`src/rtl/conv_loop_sched.sv`:
```
// Start/done sequencer for one convolution tile pass: channel -> row -> column loop nest.
// Define CONV_LOOP_SCHED_PAUSE_EN to add a pause input that stalls the loop in ADVANCE.
module conv_loop_sched #(
    parameter int unsigned CW      = 16,
    parameter int unsigned CH_MAX  = 4,
    parameter int unsigned ROW_MAX = 8,
    parameter int unsigned COL_MAX = 8
) (
    input  logic          clk,
    input  logic          rst,
    input  logic          start,
    input  logic          abort,
    input  logic          eng_done,
`ifdef CONV_LOOP_SCHED_PAUSE_EN
    input  logic          pause,
`endif
    output logic          eng_start,
    output logic [CW-1:0] ch_idx,
    output logic [CW-1:0] row_idx,
    output logic [CW-1:0] col_idx,
    output logic [CW-1:0] iter_cnt,
    output logic          busy,
    output logic          done
);

    localparam logic [CW-1:0] CH_LAST  = CW'(CH_MAX - 1);
    localparam logic [CW-1:0] ROW_LAST = CW'(ROW_MAX - 1);
    localparam logic [CW-1:0] COL_LAST = CW'(COL_MAX - 1);

    typedef enum logic [2:0] {
        S_IDLE    = 3'd0,
        S_ISSUE   = 3'd1,
        S_WAIT    = 3'd2,
        S_ADVANCE = 3'd3,
        S_FINISH  = 3'd4
    } state_e;

    state_e        state_q, state_d;
    logic [CW-1:0] ch_q, ch_d;
    logic [CW-1:0] row_q, row_d;
    logic [CW-1:0] col_q, col_d;
    logic [CW-1:0] iter_q, iter_d;
    logic          eng_start_q;
    logic          busy_q;
    logic          done_q;
    logic          hold_c;
    logic          last_c;

`ifdef CONV_LOOP_SCHED_PAUSE_EN
    assign hold_c = pause;
`else
    assign hold_c = 1'b0;
`endif

    assign last_c = (ch_q == CH_LAST) && (row_q == ROW_LAST) && (col_q == COL_LAST);

    // Next-state and loop-index update
    always_comb begin
        state_d = state_q;
        ch_d    = ch_q;
        row_d   = row_q;
        col_d   = col_q;
        iter_d  = iter_q;

        case (state_q)
            S_IDLE: begin
                if (start) begin
                    state_d = S_ISSUE;
                    iter_d  = '0;
                end
            end
            S_ISSUE: begin
                state_d = S_WAIT;
            end
            S_WAIT: begin
                if (eng_done) begin
                    iter_d = iter_q + CW'(1);
                    if (last_c) begin
                        state_d = S_FINISH;
                        ch_d    = '0;
                        row_d   = '0;
                        col_d   = '0;
                    end else begin
                        state_d = S_ADVANCE;
                    end
                end
            end
            S_ADVANCE: begin
                if (!hold_c) begin
                    state_d = S_ISSUE;
                    if (col_q == COL_LAST) begin
                        col_d = '0;
                        if (row_q == ROW_LAST) begin
                            row_d = '0;
                            ch_d  = ch_q + CW'(1);
                        end else begin
                            row_d = row_q + CW'(1);
                        end
                    end else begin
                        col_d = col_q + CW'(1);
                    end
                end
            end
            S_FINISH: begin
                state_d = S_IDLE;
            end
            default: begin
                state_d = S_IDLE;
            end
        endcase

        // Cancel overrides everything, including a coincident eng_done
        if (abort && (state_q != S_IDLE)) begin
            state_d = S_IDLE;
            ch_d    = '0;
            row_d   = '0;
            col_d   = '0;
            iter_d  = iter_q;
        end
    end

    // State, indices and outputs, all registered from the next state
    always_ff @(posedge clk or negedge rst) begin
        if (!rst) begin
            state_q     <= S_IDLE;
            ch_q        <= '0;
            row_q       <= '0;
            col_q       <= '0;
            iter_q      <= '0;
            eng_start_q <= 1'b0;
            busy_q      <= 1'b0;
            done_q      <= 1'b0;
        end else begin
            state_q     <= state_d;
            ch_q        <= ch_d;
            row_q       <= row_d;
            col_q       <= col_d;
            iter_q      <= iter_d;
            eng_start_q <= (state_d == S_ISSUE);
            busy_q      <= (state_d != S_IDLE);
            done_q      <= (state_d == S_FINISH);
        end
    end

    assign eng_start = eng_start_q;
    assign ch_idx    = ch_q;
    assign row_idx   = row_q;
    assign col_idx   = col_q;
    assign iter_cnt  = iter_q;
    assign busy      = busy_q;
    assign done      = done_q;

endmodule
```
`config.mk`:
```
export PLATFORM = sky130hd
export DESIGN_NAME = conv_loop_sched
export DESIGN_NICKNAME = d
export VERILOG_FILES = /design/src/rtl/conv_loop_sched.sv
export SDC_FILE = /design/constraint.sdc
export NUM_CORES = 1
export LEC_CHECK = 0
export BUFFER_PORTS_ARGS = -buffer_cell sky130_fd_sc_hd__buf_2
export CAP_MARGIN = 20
export CORE_MARGIN = 2
export CORE_UTILIZATION = 40
export CTS_CLUSTER_SIZE = 10
export DETAILED_ROUTE_END_ITERATION = 10
export PLACE_DENSITY = 0.59
export RECOVER_POWER = 100
export SYNTH_ARGS = -nofsm -noshare
export SYNTH_HDL_FRONTEND = slang
export SYNTH_SLANG_ARGS = --single-unit
```
`constraint.sdc`:
```
create_clock -name clk -period 4.48 [get_ports clk]
set_clock_uncertainty 0.1 [all_clocks]
set_input_delay 0.448 -clock clk [delete_from_list [all_inputs] [get_ports clk]]
set_output_delay 0.448 -clock clk [all_outputs]
set_load 0.05 [all_outputs]
```
==> flow_metrics.tcl, run 1 <==
set metrics [dict create \
    finalWirelength_um 11100 \
    synth_top_cell_by_area "dfrtp_1" \
    rsz0062_at_grt "no" \
    syn_area_mm2 0.00423 \
    core_area_mm2 0.0103 \
    startpoint "row_idx[0]$_DFFE_PN0P_" \
    syn2layout_area_growth_pct 11.0 \
    slowest_delay_ns 0.69 \
    die_w_um 107 \
    fmax_mhz 310 \
    cts_root_buf "clkbuf_8" \
    hold_path_class "in2reg" \
    outcome "finished with violations" \
    ys_ff_latch 70 \
    start_util 0.411 \
    cts_resized 0 \
    fin_nets 530 \
    nFillCells 1063 \
    crit_fanout 19 \
    cellPowerDensity_mw_per_mm2 301 \
    highest_layer "met4" \
    grt_max_degree 38 \
    routed_via_density 5.92 \
    cp-start-kind "register" \
    yosysWarnings 0 \
    critical_path_required_ns 4.67 \
    syn_avg_cell_area_um2 9.09 \
    synth-seq-area-share 0.414 \
    wl_met3_um 546 \
    critPathSlowestCell "and4_1" \
    endpoint_kind "register" \
    cts_tree "built" \
    io_pins 72 \
    final_antenna_net_count 0 \
    synth_top_area_frac 0.414 \
    peakVddDrop_v 0.000153 \
    dp_slack_ns 1.43 \
    numCtsBuffers 9 \
    cp_data_arrival_time_ns 3.41 \
    finalMaxSlewViolations 44 \
    worst_slack_ns 1.25 \
    grt_pass1_vias 3622 \
    synth_edf_count 0 \
    via_count 3920 \
    rows 37 \
    final.period_utilization 0.720 \
    die_area_mm2 0.0114 \
    clockBufferDepth 2 \
    die_y_um 107 \
    fin_hold_ws_ns 0.287 \
    cts_setup_buffers 0 \
    worstMarginPinSlew_ns 1.95 \
    synth_cells 465 \
    reg2reg_from "row_idx[0]$_DFFE_PN0P_" \
    globalplace.congestion 0.850 \
    first_pass_iters 5 \
    cts_max_level 3 \
    worstSetupPathType "reg2reg" \
    grt_overflow 0 \
    antenna_found_initial 0 \
    leakagePower_nw 1.84 \
    wl_met2_um 5100 \
    dp_cells 645 \
    wire_per_inst_um 16.7 \
    wirelength_met1_um 5320 \
    final-setup-viol-count 0 \
    ys_top_cells_by_area "dfrtp_1, nor2_1, nand4_1" \
    clk_pin_slew_ns 0.07 \
    layout-drive-gt1-share 0.0551 \
    post-route-min-period_ns 3.23 \
    grt_pass1_wl_um 18600 \
    finalHoldViolations 0 \
    cts.sinks 70 \
    setup_tns_ns 0 \
    insertion_delay_ns 0.35 \
    failed_checks "max-capacitance violations, max-slew violations" \
    synth_flop_cell "dfrtp_1" \
    dp_hpwl_um 7580 \
    relSlewSlack -0.302 \
    synth.distinct_cells 70 \
    max-cap-violations 2 \
    port_buffers 71 \
    min-delay-start "start" \
    drtIter0Drc 218 \
    synth_fp_nets 474 \
    antenna_cells 0 \
    ctsHoldBuffers 0 \
    track_usage 0.203 \
    drc 0 \
    crit_buf_inv 0 \
    crit_path_cell_trace "ha_1 -> and4bb_1 -> and4_1 -> o22ai_1 -> a211oi_1 -> mux2_2" \
    instances_no_fill 662 \
    cpLargestDelayFamily "compound AO/OA/AOI/OAI gates" \
    synthArstFlopShare 1.00 \
]
state kept, by name, summed over array words and instances (netlist names):
| name | cells |
|---|---|
| busy | 1 |
| ch_idx | 16 |
| col_idx | 16 |
| done | 1 |
| eng_start | 1 |
| iter_cnt | 16 |
| row_idx | 16 |
| state_q | 3 |
final timing paths:
check                                          end  slack, ns  cells past startpoint
min                                 busy$_DFF_PN0_       0.29                      3
max reg2reg                  ch_idx[0]$_DFFE_PN0P_       1.25                      6
min reg2reg                row_idx[15]$_DFFE_PN0P_       0.45                      1
max                          ch_idx[0]$_DFFE_PN0P_       1.25                      6
min in group asynchronous  iter_cnt[5]$_DFFE_PN0P_       0.54                      1
max in group asynchronous   col_idx[8]$_DFFE_PN0P_       2.40                      2
cell families after synthesis:
logic type,Yosys count,synth area share
buffers and inverters,44,0.0480
multiplexers,9,0.0219
adder cells (fa/ha/maj),4,0.0118
XOR/XNOR,16,0.0332
flip-flops,70,0.414
AND/OR/NAND/NOR,196,0.255
AO/OA/AOI/OAI,126,0.215
where the power goes:
part	total [W]	switching (W)	internal (W)
Sequential	0.000675	0.0000259	0.000649
Clock	0.000482	0.000237	0.000245
Combinational	0.000253	0.000190	0.0000630
placed cells by master (no fill, tap or decap), types with 4 or more instances in the layout:
cell type / n
dfrtp_1: 70
clkbuf_1: 70
nor2_1: 38
nand3_1: 26
o21ai_0: 26
nand2_1: 25
nor3_1: 22
nand4_1: 22
nor4_1: 15
inv_1: 15
a21oi_1: 14
o31ai_1: 14
a211oi_1: 13
clkbuf_8: 12
and4_1: 9
xnor2_1: 9
a21o_1: 8
a22o_1: 8
mux2i_1: 7
xor2_1: 7
or3_1: 7
o22ai_1: 6
a221o_1: 5
and3_1: 5
a31oi_1: 4
ha_1: 4
cell type report:
type	instances	area, µm²	share of cell area
sequential	70	1750	0.374
inverter	15	56.3	0.0120
multi-input combinational	351	2240	0.477
clock buffer	13	169	0.0360
clock inverter	3	17.5	0.00374
tap	136	170	0.0363
timing repair buffer	74	289	0.0616
per-layer routing:
layer	global-route usage	vias up
met5	0	-
met4	0.0826	0
met3	0.0310	10
met2	0.302	123
met1	0.295	1890
li1	-	1897
worst reg2reg max path: stages (launching register included):
cell	delay, ns
dfrtp_1	0.40
ha_1	0.25
and4bb_1	0.23
and4_1	0.69
o22ai_1	0.55
a211oi_1	0.69
mux2_2	0.26
cell usage after synthesis, types with 2 or more instances:
cell type and instances:
buf_6 2, or3_1 7, buf_4 2, o211ai_1 2
and4_1 9, mux2_2 2, o221ai_1 2, clkbuf_1 12
and3_1 5, ha_1 4, a211o_1 2, o21a_1 2
o22ai_1 5, o21ai_0 16, nor2_1 38, dfrtp_1 70
a31oi_1 4, nor2b_1 2, a21o_1 8, a21oi_1 13
a22o_1 8, a21boi_1 2, xnor2_1 9, nand3b_1 3
o21ai_1 11, nor4_1 15, nand2b_1 3, and2_1 5
nand3_1 26, a211oi_1 12, or2_2 2, nor4b_1 2
and4bb_1 2, o31ai_1 14, o2111ai_1 2, inv_1 15
buf_2 12, nand4_1 21, a221o_1 5, xor2_1 7
nor3_1 22, nand2_1 25, or2_1 2, mux2i_1 7
through the flow:
| stage | total power (W) | util | cell area, µm² |
|---|---|---|---|
| floorplan | 0.000889 | - | 4230 |
| global placement | 0.000949 | 0.450 | 4620 |
| detailed placement | 0.000952 | 0.450 | 4620 |
| CTS | 0.00144 | 0.468 | 4810 |
| global route | 0.00149 | 0.456 | 4690 |
| finish | 0.00141 | 0.456 | 4690 |
No activity file was read; power rests on OpenSTA's default activity.
==> run 2, diff against run 1 <==
--- a/config.mk
+++ b/config.mk
@@ -11,7 +11,7 @@
 export CORE_UTILIZATION = 40
 export CTS_CLUSTER_SIZE = 10
 export DETAILED_ROUTE_END_ITERATION = 10
-export PLACE_DENSITY = 0.59
+export PLACE_DENSITY = 0.61
 export RECOVER_POWER = 100
 export SYNTH_ARGS = -nofsm -noshare
 export SYNTH_HDL_FRONTEND = slang
==> constraint.sdc (replaced) <==
create_clock -name clk -period 2.9 [get_ports clk]
set_clock_uncertainty 0.1 [all_clocks]
set_input_delay 0.29 -clock clk [delete_from_list [all_inputs] [get_ports clk]]
set_output_delay 0.29 -clock clk [all_outputs]
set_load 0.05 [all_outputs]
==> flow_metrics.tcl, run 2 (synthesized netlist as in run 1, its figures left out) <==
set metrics [dict create \
    cts.sinks 70 \
    hold_path_class "in2reg" \
    relSlewSlack 0.253 \
    critical_path_required_ns 3.05 \
    setup_tns_ns 0 \
    crit_end "row_idx[5]$_DFFE_PN0P_" \
    worstSetupPathType "reg2reg" \
    outcome "completed" \
    whs_path_depth 3 \
    startpoint "row_idx[5]$_DFFE_PN0P_" \
    rrSetupSlack_ns 0.30 \
    layout-drive-gt1-share 0.0904 \
    cts_root_buf "clkbuf_8" \
    cellPowerDensity_mw_per_mm2 485 \
    fin_util 0.475 \
    die_y_um 107 \
    via_count 4069 \
    port_buffers 71 \
    leakagePower_nw 1.96 \
    track_usage 0.207 \
    drc 0 \
    io_pins 72 \
    drtIter0Drc 229 \
    crit_buf_inv 0 \
    r2r_end "row_idx[5]$_DFFE_PN0P_" \
    die_area_mm2 0.0114 \
    first_pass_iters 4 \
    max-cap-violations 0 \
    insertion_delay_ns 0.36 \
    peakVddDrop_v 0.000231 \
    rows 37 \
    cts_resized 0 \
    reg2reg_from "row_idx[5]$_DFFE_PN0P_" \
    cpLargestDelayFamily "simple AND/OR/NAND/NOR gates" \
    core_area_mm2 0.0103 \
    rsz0062_at_grt "no" \
    grt_overflow 0 \
    finalWirelength_um 11300 \
    final.period_utilization 0.897 \
    antenna_cells 0 \
    worstMarginPinSlew_ns 1.12 \
    wire_per_inst_um 16.7 \
    start_util 0.411 \
    syn2layout_area_growth_pct 15.5 \
    die_w_um 107 \
    final-setup-viol-count 0 \
    endpoint_kind "register" \
    final_common_cell "dfrtp_1" \
    clk_pin_slew_ns 0.07 \
    cts_setup_buffers 0 \
    ctsHoldBuffers 1 \
    numCtsBuffers 9 \
    crit_fanout 12 \
    critPathSlowestCell "dfrtp_1" \
    cts_tree "built" \
    post-route-min-period_ns 2.60 \
    final_antenna_net_count 0 \
    crit_path_cell_trace "nor4_2 -> and4_1 -> a211o_1 -> nand3_2 -> o41ai_1" \
    globalplace.congestion 0.865 \
    cp_data_arrival_time_ns 2.75 \
    clockBufferDepth 2 \
    fmax_mhz 385 \
    grt_max_degree 37 \
    finalPower_w 0.00237 \
    path_depth 5 \
    grt_pass1_wl_um 18900 \
    routed_via_density 6.00 \
    finalMaxSlewViolations 0 \
    cp-start-kind "register" \
    slowest_delay_ns 0.46 \
    grt_pass1_vias 3703 \
    cts_max_level 3 \
    antenna_found_initial 0 \
    final_cell_mix "dfrtp_1, clkbuf_1, nor2_1, nand3_1, nand2_1" \
    finalHoldViolations 0 \
    fin_nets 547 \
    dp_hpwl_um 7810 \
    r2r_cells 5 \
]
## run 2: changes by cell type in the layout (fill, tap and decap cells not counted), moves of 2 or more
cell,before,now
bufinv_16,0,2
clkbuf_1,70,67
clkbuf_2,0,2
o21ai_1,1,4
buf_4,2,17
o21ai_0,26,23
## run 2: worst min path at each step
stage                      from                       to  slack, ns
after floorplan             rst           busy$_DFF_PN0_      -0.11
after global placement      rst  iter_cnt[9]$_DFFE_PN0P_       0.35
after detailed placement    rst  iter_cnt[9]$_DFFE_PN0P_       0.36
after CTS                 start           busy$_DFF_PN0_       0.10
after global routing      start           busy$_DFF_PN0_       0.14
final                     start      eng_start$_DFF_PN0_       0.12
## run 2: metal layers
layer / global-route usage / wire length (µm)
met5: 0 / 0
met4: 0.0742 / 168
met3: 0.0395 / 701
met2: 0.304 / 5000
met1: 0.304 / 5420
## run 2: stage by stage
stage / instance area, µm² / setup slack [ns] / hold slack [ns] / instances
6_report: 4880 / 0.300 / 0.121 / 678
3_3_place_gp: 4770 / 0.347 / 0.354 / 662
5_1_grt: 4880 / 0.0679 / 0.139 / 678
2_1_floorplan: 4230 / 0.416 / -0.106 / 465
4_1_cts: 5000 / 0.248 / 0.104 / 678
3_5_place_dp: 4770 / 0.256 / 0.356 / 662
## run 2: cell type report
class | instances | area [µm²]
clock buffers | 11 | 151
clock inverters | 4 | 70.1
fillers | 1056 | 5400
inverters | 15 | 56.3
multi-input cells | 351 | 2250
flip-flops and latches | 70 | 1750
well taps | 136 | 170
repair buffers | 91 | 434
## run 2: where the power goes
group	internal (W)	total [W]	switching, W
clock network	0.000524	0.000906	0.000382
logic	0.000118	0.000423	0.000305
registers	0.00100	0.00104	0.0000387
## run 2: worst min-delay path, stage by stage
cell and delay [ns]:
buf_2 0.12, nand2_1 0.07, a21oi_1 0.06
